File: config.mk
export PLATFORM = sky130hd
export DESIGN_NAME = param_dual_port_ram
export DESIGN_NICKNAME = d
export VERILOG_FILES = /design/src/rtl/param_dpram_pkg.sv /design/src/rtl/param_dpram_clr_ctrl.sv /design/src/rtl/param_dual_port_ram.sv
export SDC_FILE = /design/constraint.sdc
export NUM_CORES = 1
export LEC_CHECK = 0
export CAP_MARGIN = 5
export CORE_ASPECT_RATIO = 1.25
export CORE_MARGIN = 1
export CORE_UTILIZATION = 59
export DETAILED_ROUTE_END_ITERATION = 12
export GPL_TIMING_DRIVEN = 0
export PLACE_DENSITY = 0.89
export SLEW_MARGIN = 20
export SYNTH_ARGS = -nofsm -noshare
export SYNTH_HDL_FRONTEND = slang
export SYNTH_SLANG_ARGS = --single-unit
File: constraint.sdc
create_clock -name clk -period 3.1 [get_ports clk]
set_clock_uncertainty 0.2 [all_clocks]
set_input_delay 0.465 -clock clk [delete_from_list [all_inputs] [get_ports clk]]
set_output_delay 0.465 -clock clk [all_outputs]
set_load 0.05 [all_outputs]
File: src/rtl/param_dpram_pkg.sv
// Shared state type and address-width helper for param_dual_port_ram.
package param_dpram_pkg;

  typedef enum logic {
    CLEAR = 1'b0,
    READY = 1'b1
  } state_t;

  function automatic int addr_w(input int depth);
    return (depth > 1) ? $clog2(depth) : 1;
  endfunction

endpackage

File: src/rtl/param_dpram_clr_ctrl.sv
// Clear-sweep controller: walks sweep_ptr 0..DEPTH-1 (one word per cycle) while busy,
// then idles in READY until clr_req or rst restarts the sweep from address 0.
module param_dpram_clr_ctrl
  import param_dpram_pkg::*;
#(
  parameter  int DEPTH = 16,
  localparam int AW    = addr_w(DEPTH)
) (
  input  logic          clk,
  input  logic          rst,
  input  logic          clr_req,
  output logic          busy,
  output logic [AW-1:0] sweep_ptr,
  output logic          sweep_we
);

  localparam logic [AW-1:0] LAST_ADDR = AW'(DEPTH - 1);

  state_t        state_q;
  logic [AW-1:0] sweep_ptr_q;
  logic          busy_q;

  always_ff @(posedge clk) begin
    if (rst) begin
      state_q     <= CLEAR;
      sweep_ptr_q <= '0;
      busy_q      <= 1'b1;
    end else begin
      case (state_q)
        CLEAR: begin
          // Last word is written on this edge; user ports are live next cycle.
          if (sweep_ptr_q == LAST_ADDR) begin
            state_q     <= READY;
            sweep_ptr_q <= '0;
            busy_q      <= 1'b0;
          end else begin
            sweep_ptr_q <= sweep_ptr_q + AW'(1);
          end
        end
        READY: begin
          if (clr_req) begin
            state_q     <= CLEAR;
            sweep_ptr_q <= '0;
            busy_q      <= 1'b1;
          end
        end
      endcase
    end
  end

  assign busy      = busy_q;
  assign sweep_we  = busy_q;
  assign sweep_ptr = sweep_ptr_q;

endmodule

File: src/rtl/param_dual_port_ram.sv
// 1R1W RAM with self-clearing sweep; reads return one cycle after rd_en, user ports ignored while busy.
// PARAM_DPRAM_BYPASS_EN selects write-first same-address forwarding; default is read-first.
module param_dual_port_ram
  import param_dpram_pkg::*;
#(
  parameter  int WIDTH = 8,
  parameter  int DEPTH = 16,
  localparam int AW    = addr_w(DEPTH)
) (
  input  logic             clk,
  input  logic             rst,
  input  logic             clr_req,
  input  logic             wr_en,
  input  logic [AW-1:0]    wr_addr,
  input  logic [WIDTH-1:0] wr_data,
  input  logic             rd_en,
  input  logic [AW-1:0]    rd_addr,
  output logic [WIDTH-1:0] rd_data,
  output logic             rd_valid,
  output logic             busy
);

`ifdef PARAM_DPRAM_BYPASS_EN
  localparam bit BYPASS = 1'b1;
`else
  localparam bit BYPASS = 1'b0;
`endif

  // One extra bit so the range compare is meaningful for any DEPTH.
  localparam logic [AW:0] DEPTH_W = (AW + 1)'(DEPTH);

  logic [WIDTH-1:0] mem_q [DEPTH];
  logic [AW-1:0]    sweep_ptr;
  logic             sweep_we;
  logic             wr_in_range;
  logic             rd_in_range;
  logic             wr_ok;
  logic             rd_ok;
  logic [WIDTH-1:0] rd_word;
  logic [WIDTH-1:0] rd_data_d;
  logic [WIDTH-1:0] rd_data_q;
  logic             rd_valid_d;
  logic             rd_valid_q;

  param_dpram_clr_ctrl #(
    .DEPTH(DEPTH)
  ) u_clr_ctrl (
    .clk      (clk),
    .rst      (rst),
    .clr_req  (clr_req),
    .busy     (busy),
    .sweep_ptr(sweep_ptr),
    .sweep_we (sweep_we)
  );

  assign wr_in_range = {1'b0, wr_addr} < DEPTH_W;
  assign rd_in_range = {1'b0, rd_addr} < DEPTH_W;
  assign wr_ok       = !rst && !busy && wr_en && wr_in_range;
  assign rd_ok       = !rst && !busy && rd_en;

  always_ff @(posedge clk) begin
    if (sweep_we) begin
      mem_q[sweep_ptr] <= '0;
    end else if (wr_ok) begin
      mem_q[wr_addr] <= wr_data;
    end
  end

  always_comb begin
    rd_word = '0;
    if (rd_in_range) begin
      rd_word = mem_q[rd_addr];
    end
    if (BYPASS && wr_ok && (wr_addr == rd_addr)) begin
      rd_word = wr_data;
    end
    rd_data_d  = rd_data_q;
    rd_valid_d = 1'b0;
    if (rd_ok) begin
      rd_data_d  = rd_word;
      rd_valid_d = 1'b1;
    end
  end

  always_ff @(posedge clk) begin
    if (rst) begin
      rd_data_q  <= '0;
      rd_valid_q <= 1'b0;
    end else begin
      rd_data_q  <= rd_data_d;
      rd_valid_q <= rd_valid_d;
    end
  end

  assign rd_data  = rd_data_q;
  assign rd_valid = rd_valid_q;

endmodule

# ---- After elaboration in Yosys (flattened, before gate mapping)
# Memories as Yosys holds them, arrays and structs flattened. A register that Yosys moved wholly into a read port is not among the register bits.
# Index checks and enable logic that the tools add are counted.
# Widths: inputs -> output; s select.
dict set report word_totals {
  regBits 7
  ramBits 128
  in_bits 21
  out_inout_bits 10
  wordCells 35
  n_memories 1
}
dict set report op_classes {
  n_addsub 1
  n_eq_ne 3
  muxes 18
  bitwise_logic 1
  reduce_logical 7
}
# memory words width read_ports rd_ports_with_merged_regs wr line_no
set memory_table {}
lappend memory_table {mem_q 16 8 1 1 1 param_dual_port_ram.sv:32} ;# logic [WIDTH-1:0] mem_q [DEPTH];
# operator count
set ops {}
lappend ops {{$mux 4} 3}
lappend ops {{$mux 1} 11}
lappend ops {{$mux 8} 1}
lappend ops {{$pmux 4 s2} 1}
lappend ops {{$reduce_or 8->1} 1}
lappend ops {{$add 4x1->4 const B} 1}
lappend ops {{$eq 4x4->1 const B} 1}
lappend ops {{$pmux 1 s2} 2}
lappend ops {{$logic_and 1x1->1} 3}
lappend ops {{$logic_not 1->1} 2}
lappend ops {{$ne 2x1->1 const B} 1}
lappend ops {{$ne 2x2->1 const B} 1}
lappend ops {{$reduce_and 2->1} 1}
lappend ops {{$not 1->1} 1}

# ---- Longest topological paths before layout
# Gate-level depths: netlist of run 1.
dict set report logic_depth {
  word_depth 8
  depth_mapped 6
  ltp_nobuf 5
}

# ---- By module
# A second synthesis of run 1 with hierarchy kept.
dict set report unflattened {
  hier_cells 305
  hier_area_um2 5721.7
}
# mod instances cells_each area_per_inst_um2
set by_module_without_submodules {}
lappend by_module_without_submodules {param_dual_port_ram 1 273 5426.5}
lappend by_module_without_submodules {param_dpram_clr_ctrl 1 32 295.3}

# ---- Worst setup path after synthesis of run 1
# No wires, ideal clock.
dict set report synth_path {
  kind {in2reg}
  from {in rst}
  to {mem mem_q[1][0], enable pin}
  setup_time_ns 0.370
  arrival_ns 1.823
  required_ns 2.530
  slack_ns 0.706
  stages 5
  n_path_buf 2
  path_cell_list {buf_2 nor3b_2 clkbuf_1 a31oi_1 nor2_1}
}
dict set report synth_via {
  elab_chain_cells 8
  elab_cells_between_ends 9
  cone_classes {mux: 5; reduce/logical: 4}
}
# item line_no
set synth_lines {}
lappend synth_lines {{start, declared} param_dual_port_ram.sv:11} ;# input logic rst,
lappend synth_lines {{$logic_not 1->1 *} param_dual_port_ram.sv:58} ;# assign wr_ok = !rst && !busy && wr_en && wr_in_range;
lappend synth_lines {{$logic_and 1x1->1 * (2 in series)} param_dual_port_ram.sv:58}
lappend synth_lines {{$mux 1 *} param_dual_port_ram.sv:64} ;# end else if (wr_ok) begin
lappend synth_lines {{$mux 1 *} param_dual_port_ram.sv:62} ;# if (sweep_we) begin
lappend synth_lines {{$mux 1 (not written as such) *} param_dual_port_ram.sv:65} ;# mem_q[wr_addr] <= wr_data;
lappend synth_lines {{$reduce_or 8->1 (no source line)} -}
lappend synth_lines {{$mux 4 (no source line) or $mux 1 (tied branches)} -}
lappend synth_lines {{end, declared} param_dual_port_ram.sv:32}
# Mark *: on every way between the ends. The rest lies on a longest branch, timed or not.

# ---- Worst setup path in the final report of run 1
dict set report layout_path {
  from {in wr_en}
  to {mem mem_q[5][7], enable pin}
}
dict set report layout_via {
  elab_chain_cells 6
  elab_cells_between_ends 7
  cone_classes {mux: 5; reduce/logical: 2}
}
# item line_no
set layout_lines {}
lappend layout_lines {{start, declared} param_dual_port_ram.sv:13} ;# input logic wr_en,
lappend layout_lines {{$logic_and 1x1->1 *} param_dual_port_ram.sv:58}
lappend layout_lines {{$mux 1 *} param_dual_port_ram.sv:64}
lappend layout_lines {{$mux 1 *} param_dual_port_ram.sv:62}
lappend layout_lines {{$mux 1 (not written as such) *} param_dual_port_ram.sv:65}
lappend layout_lines {{$reduce_or 8->1 (no source line)} -}
lappend layout_lines {{$mux 4 (no source line) or $mux 1 (tied branches)} -}
# Marks and branches as above.

==> results of run 1 <==
[critical path, stage by stage]
cell	delay, ns
clkdlybuf4s50_1	0.45
nor3b_2	0.51
clkbuf_1	0.40
a31oi_1	0.27
nor2_1	0.78
[cells in the mapped netlist, types with 2 or more instances]
master,n,share of area
a211o_1,8,0.012
a21oi_1,6,0.0053
a31oi_1,7,0.0078
and2_1,8,0.0089
buf_1,2,0.0013
buf_2,5,0.0044
clkbuf_1,3,0.0020
dfxtp_1,15,0.053
edfxtp_1,128,0.68
inv_1,7,0.0047
mux2i_1,16,0.028
mux4_2,32,0.13
nand2_1,4,0.0027
nand2b_1,2,0.0022
nand3_1,3,0.0027
nor2_1,40,0.027
nor3b_1,4,0.0053
[flip-flops by register name (all words and copies together), names as in the netlist]
| signal | count |
|---|---|
| rd_valid | 1 |
| u_clr_ctrl.busy | 1 |
| u_clr_ctrl.sweep_ptr | 4 |
| rd_data | 8 |
| mem_q | 128 |
| u_clr_ctrl.state_q | 1 |
[cell usage in the layout (no fill, tap or decap), types with 2 or more instances in the layout]
cell type / Yosys / final
clkbuf_16: 0 / 17
nand2_1: 4 / 4
nand2b_1: 2 / 2
buf_2: 5 / 5
a21oi_1: 6 / 6
nor2_1: 40 / 38
nand3_1: 3 / 3
nor3b_1: 4 / 4
buf_1: 2 / 2
mux2i_1: 16 / 16
edfxtp_1: 128 / 128
clkbuf_1: 3 / 5
inv_1: 7 / 7
bufinv_16: 0 / 4
clkinv_2: 0 / 3
and2_1: 8 / 8
clkdlybuf4s50_1: 0 / 27
a31oi_1: 7 / 7
dfxtp_1: 15 / 15
mux4_2: 32 / 32
clkinvlp_4: 0 / 4
nor2_2: 0 / 2
a211o_1: 8 / 8
[power groups by stage]
stage	Combinational, uW	Clock, uW	Sequential (uW)
6_report	198	2090	2130
4_1_cts	198	2080	2130
3_3_place_gp	186	0	2160
5_1_grt	211	2150	2130
2_1_floorplan	129	0	2160
3_5_place_dp	192	0	2170
[worst min-delay path by stage]
| stage | startpoint | to | slack, ns | cells past startpoint |
|---|---|---|---|---|
| after global placement | rd_data[1] | rd_data[1] | 0.24 | 1 |
| final | rst | u_clr_ctrl.sweep_ptr[3] | 0.13 | 2 |
| after floorplan | u_clr_ctrl.state_q | u_clr_ctrl.sweep_ptr[1] | 0.28 | 2 |
| after global routing | rst | u_clr_ctrl.sweep_ptr[3] | 0.14 | 2 |
| after CTS | rst | u_clr_ctrl.sweep_ptr[3] | 0.11 | 2 |
| after detailed placement | rd_data[1] | rd_data[1] | 0.26 | 1 |
[per-layer routing]
metal  vias up  share of wire
met5         -              0
met2       201           0.54
li1       1305              -
met3        59          0.062
met4         0          0.041
met1      1559           0.36
[through the flow]
step	util	TNS (ns)	setup slack, ns	hold WS [ns]
floorplan	-	0	0.706	0.285
global placement	0.657	-5.98	-0.118	0.245
detailed placement	0.657	-13.48	-0.284	0.261
CTS	0.722	0	0.133	0.111
global route	0.723	-0.346	-0.0290	0.135
finish	0.723	0	0.0630	0.129
[cells by family after synthesis]
kind of cell               after synthesis  share of synthesized area
adders and majority gates                1                    0.00222
AOI/OAI and AO/OA                       27                     0.0338
DFF                                    143                      0.736
xor gates and xnor gates                 1                    0.00155
buffers and inverters                   19                     0.0180
muxes                                   48                      0.156
and+or+nand+nor                         64                     0.0526
[layout make-up]
type / count / area, um2
inverters: 7 / 26.3
fillers: 521 / 2560
clock inverters: 12 / 169
plain buffers: 12 / 75.1
flip-flops and latches: 143 / 4140
repair buffers: 27 / 270
multi-input cells: 141 / 1390
clock buffers: 19 / 433
well taps: 123 / 154
==> insert_results.sql, run 1 <==
INSERT INTO impl_metrics (metric_group, metric, value, unit) VALUES
('outcome', 'outcome', 'finished, final reports clean', ''),
('clocking', 'cts.clk_slew.worst_paths', '0.05', 'ns'),
('drt', 'detailed_route_drc_error_count', '0', ''),
('global_routing', 'globalRouteOverflowTotal', '0', ''),
('pwr', 'total_switching_power', '876', 'uW'),
('critical_path', 'cp-endpoint', 'mem_q[5][7]', ''),
('yosys', 'post_synth_inst_count', '303', ''),
('finish', 'insertedDiodeCount', '0', ''),
('yosys', 'yosysUniqueCellTypes', '30', ''),
('timing', 'timing.final.hold_violations', '0', ''),
('timing', 'rsz0062_at_grt', 'true', ''),
('global_routing', 'top_usage_layer', 'met2', ''),
('yosys', 'seq_area_frac_synth', '0.736', ''),
('pwr', 'switching_share', '0.199', ''),
('timing', 'slew_violations', '0', ''),
('floorplanning', 'start_util', '0.611', ''),
('pwr', 'power_leakage', '0.00240', 'uW'),
('placement', 'placed_cells', '453', ''),
('drt', 'drt-wirelength-per-cell', '25.4', 'um'),
('drt', 'viasPerCell', '6.45', ''),
('pwr', 'max-vdd-ir-drop', '582', 'uV'),
('pwr', 'power_density', '662', 'mW/mm2'),
('critical_path', 'timing.setup.critical_path_class', 'in -> reg', ''),
('timing', 'fmax', '329', 'MHz'),
('critical_path', 'timing.reg2reg.setup_slack', '0.16', 'ns'),
('finish', 'finalNonFillerCells', '484', ''),
('hold_path', 'hold_path.class', 'in -> reg', ''),
('timing', 'finalSetupViolations', '0', ''),
('yosys', 'synth_warnings', '0', ''),
('yosys', 'synth_enable_flop_cells', '128', ''),
('critical_path', 'critPathLaunchType', 'primary input', ''),
('timing', 'min_period', '3.04', 'ns'),
('clocking', 'h-tree-depth', '4', ''),
('critical_path', 'critical_path.max_fanout', '10', ''),
('timing', 'slew-limit-headroom', '0.357', ''),
('pwr', 'fin_total_pwr', '4410', 'uW'),
('drt', 'drt_first_iter_violations', '325', ''),
('drt', 'postRouteWirelength', '12300', 'um'),
('clocking', 'postCtsSetupRepairBufs', '0', ''),
('floorplanning', 'die_area', '0.00995', 'mm2'),
('global_routing', 'grt_first_pass_wirelength', '18400', 'um'),
('finish', 'nNetsFinal', '371', ''),
('global_routing', 'grt.met1_usage', '0.330', ''),
('critical_path', 'crit-reg2reg-capture', 'mem_q[5][7]', ''),
('placement', 'io_buffer_count', '27', ''),
('clocking', 'ctsHoldBuffers', '0', ''),
('global_routing', 'antenna_found_initial', '0', ''),
('critical_path', 'worstPathRequired', '2.94', 'ns'),
('drt', 'antenna_left', '0', ''),
('yosys', 'synthArstFlopShare', '0', ''),
('global_routing', 'grt.met3_usage', '0.0745', ''),
('drt', 'routed-via-count', '3124', ''),
('floorplanning', 'dieWidth', '89.4', 'um'),
('pwr', 'combPwrFrac', '0.045', ''),
('floorplanning', 'rows', '39', ''),
('critical_path', 'critical_path.reg2reg.startpoint', 'u_clr_ctrl.busy', ''),
('critical_path', 'worst_r2r_path_depth', '4', ''),
('clocking', 'clock_sinks', '143', ''),
('placement', 'hpwl', '7390', 'um'),
('finish', 'drive_above_1_share', '0.194', ''),
('clocking', 'cts-root-buf', 'clkbuf_16', ''),
('floorplanning', 'die-height', '111', 'um'),
('floorplanning', 'core_box_area', '0.00922', 'mm2'),
('flow_run', 'cap_viol_max_count', '0', ''),
('clocking', 'tritoncts.num_buffers', '17', ''),
('clocking', 'number_of_buffers_on_the_longest_clock_path', '2', ''),
('yosys', 'post_synth.cell_area_avg', '18.6', 'um2'),
('yosys', 'total_of_flip_flops_plus_latches_after_synthesis', '143', ''),
('finish', 'area.growth.synth_to_final', '18.3', '%'),
('yosys', 'syn_area', '0.00563', 'mm2'),
('timing', 'layout_worst_path_cycle_share', '0.980', '');
Power figures use the tool's default switching activity.
==> inputs of run 2 (changes only) <==
--- a/config.mk
+++ b/config.mk
@@ -12,7 +12,6 @@
 export DETAILED_ROUTE_END_ITERATION = 12
 export GPL_TIMING_DRIVEN = 0
 export PLACE_DENSITY = 0.89
-export SLEW_MARGIN = 20
 export SYNTH_ARGS = -nofsm -noshare
 export SYNTH_HDL_FRONTEND = slang
 export SYNTH_SLANG_ARGS = --single-unit
==> results of run 2 <==
Same layout as run 1: the final DEF is identical, and so are final timing and power.
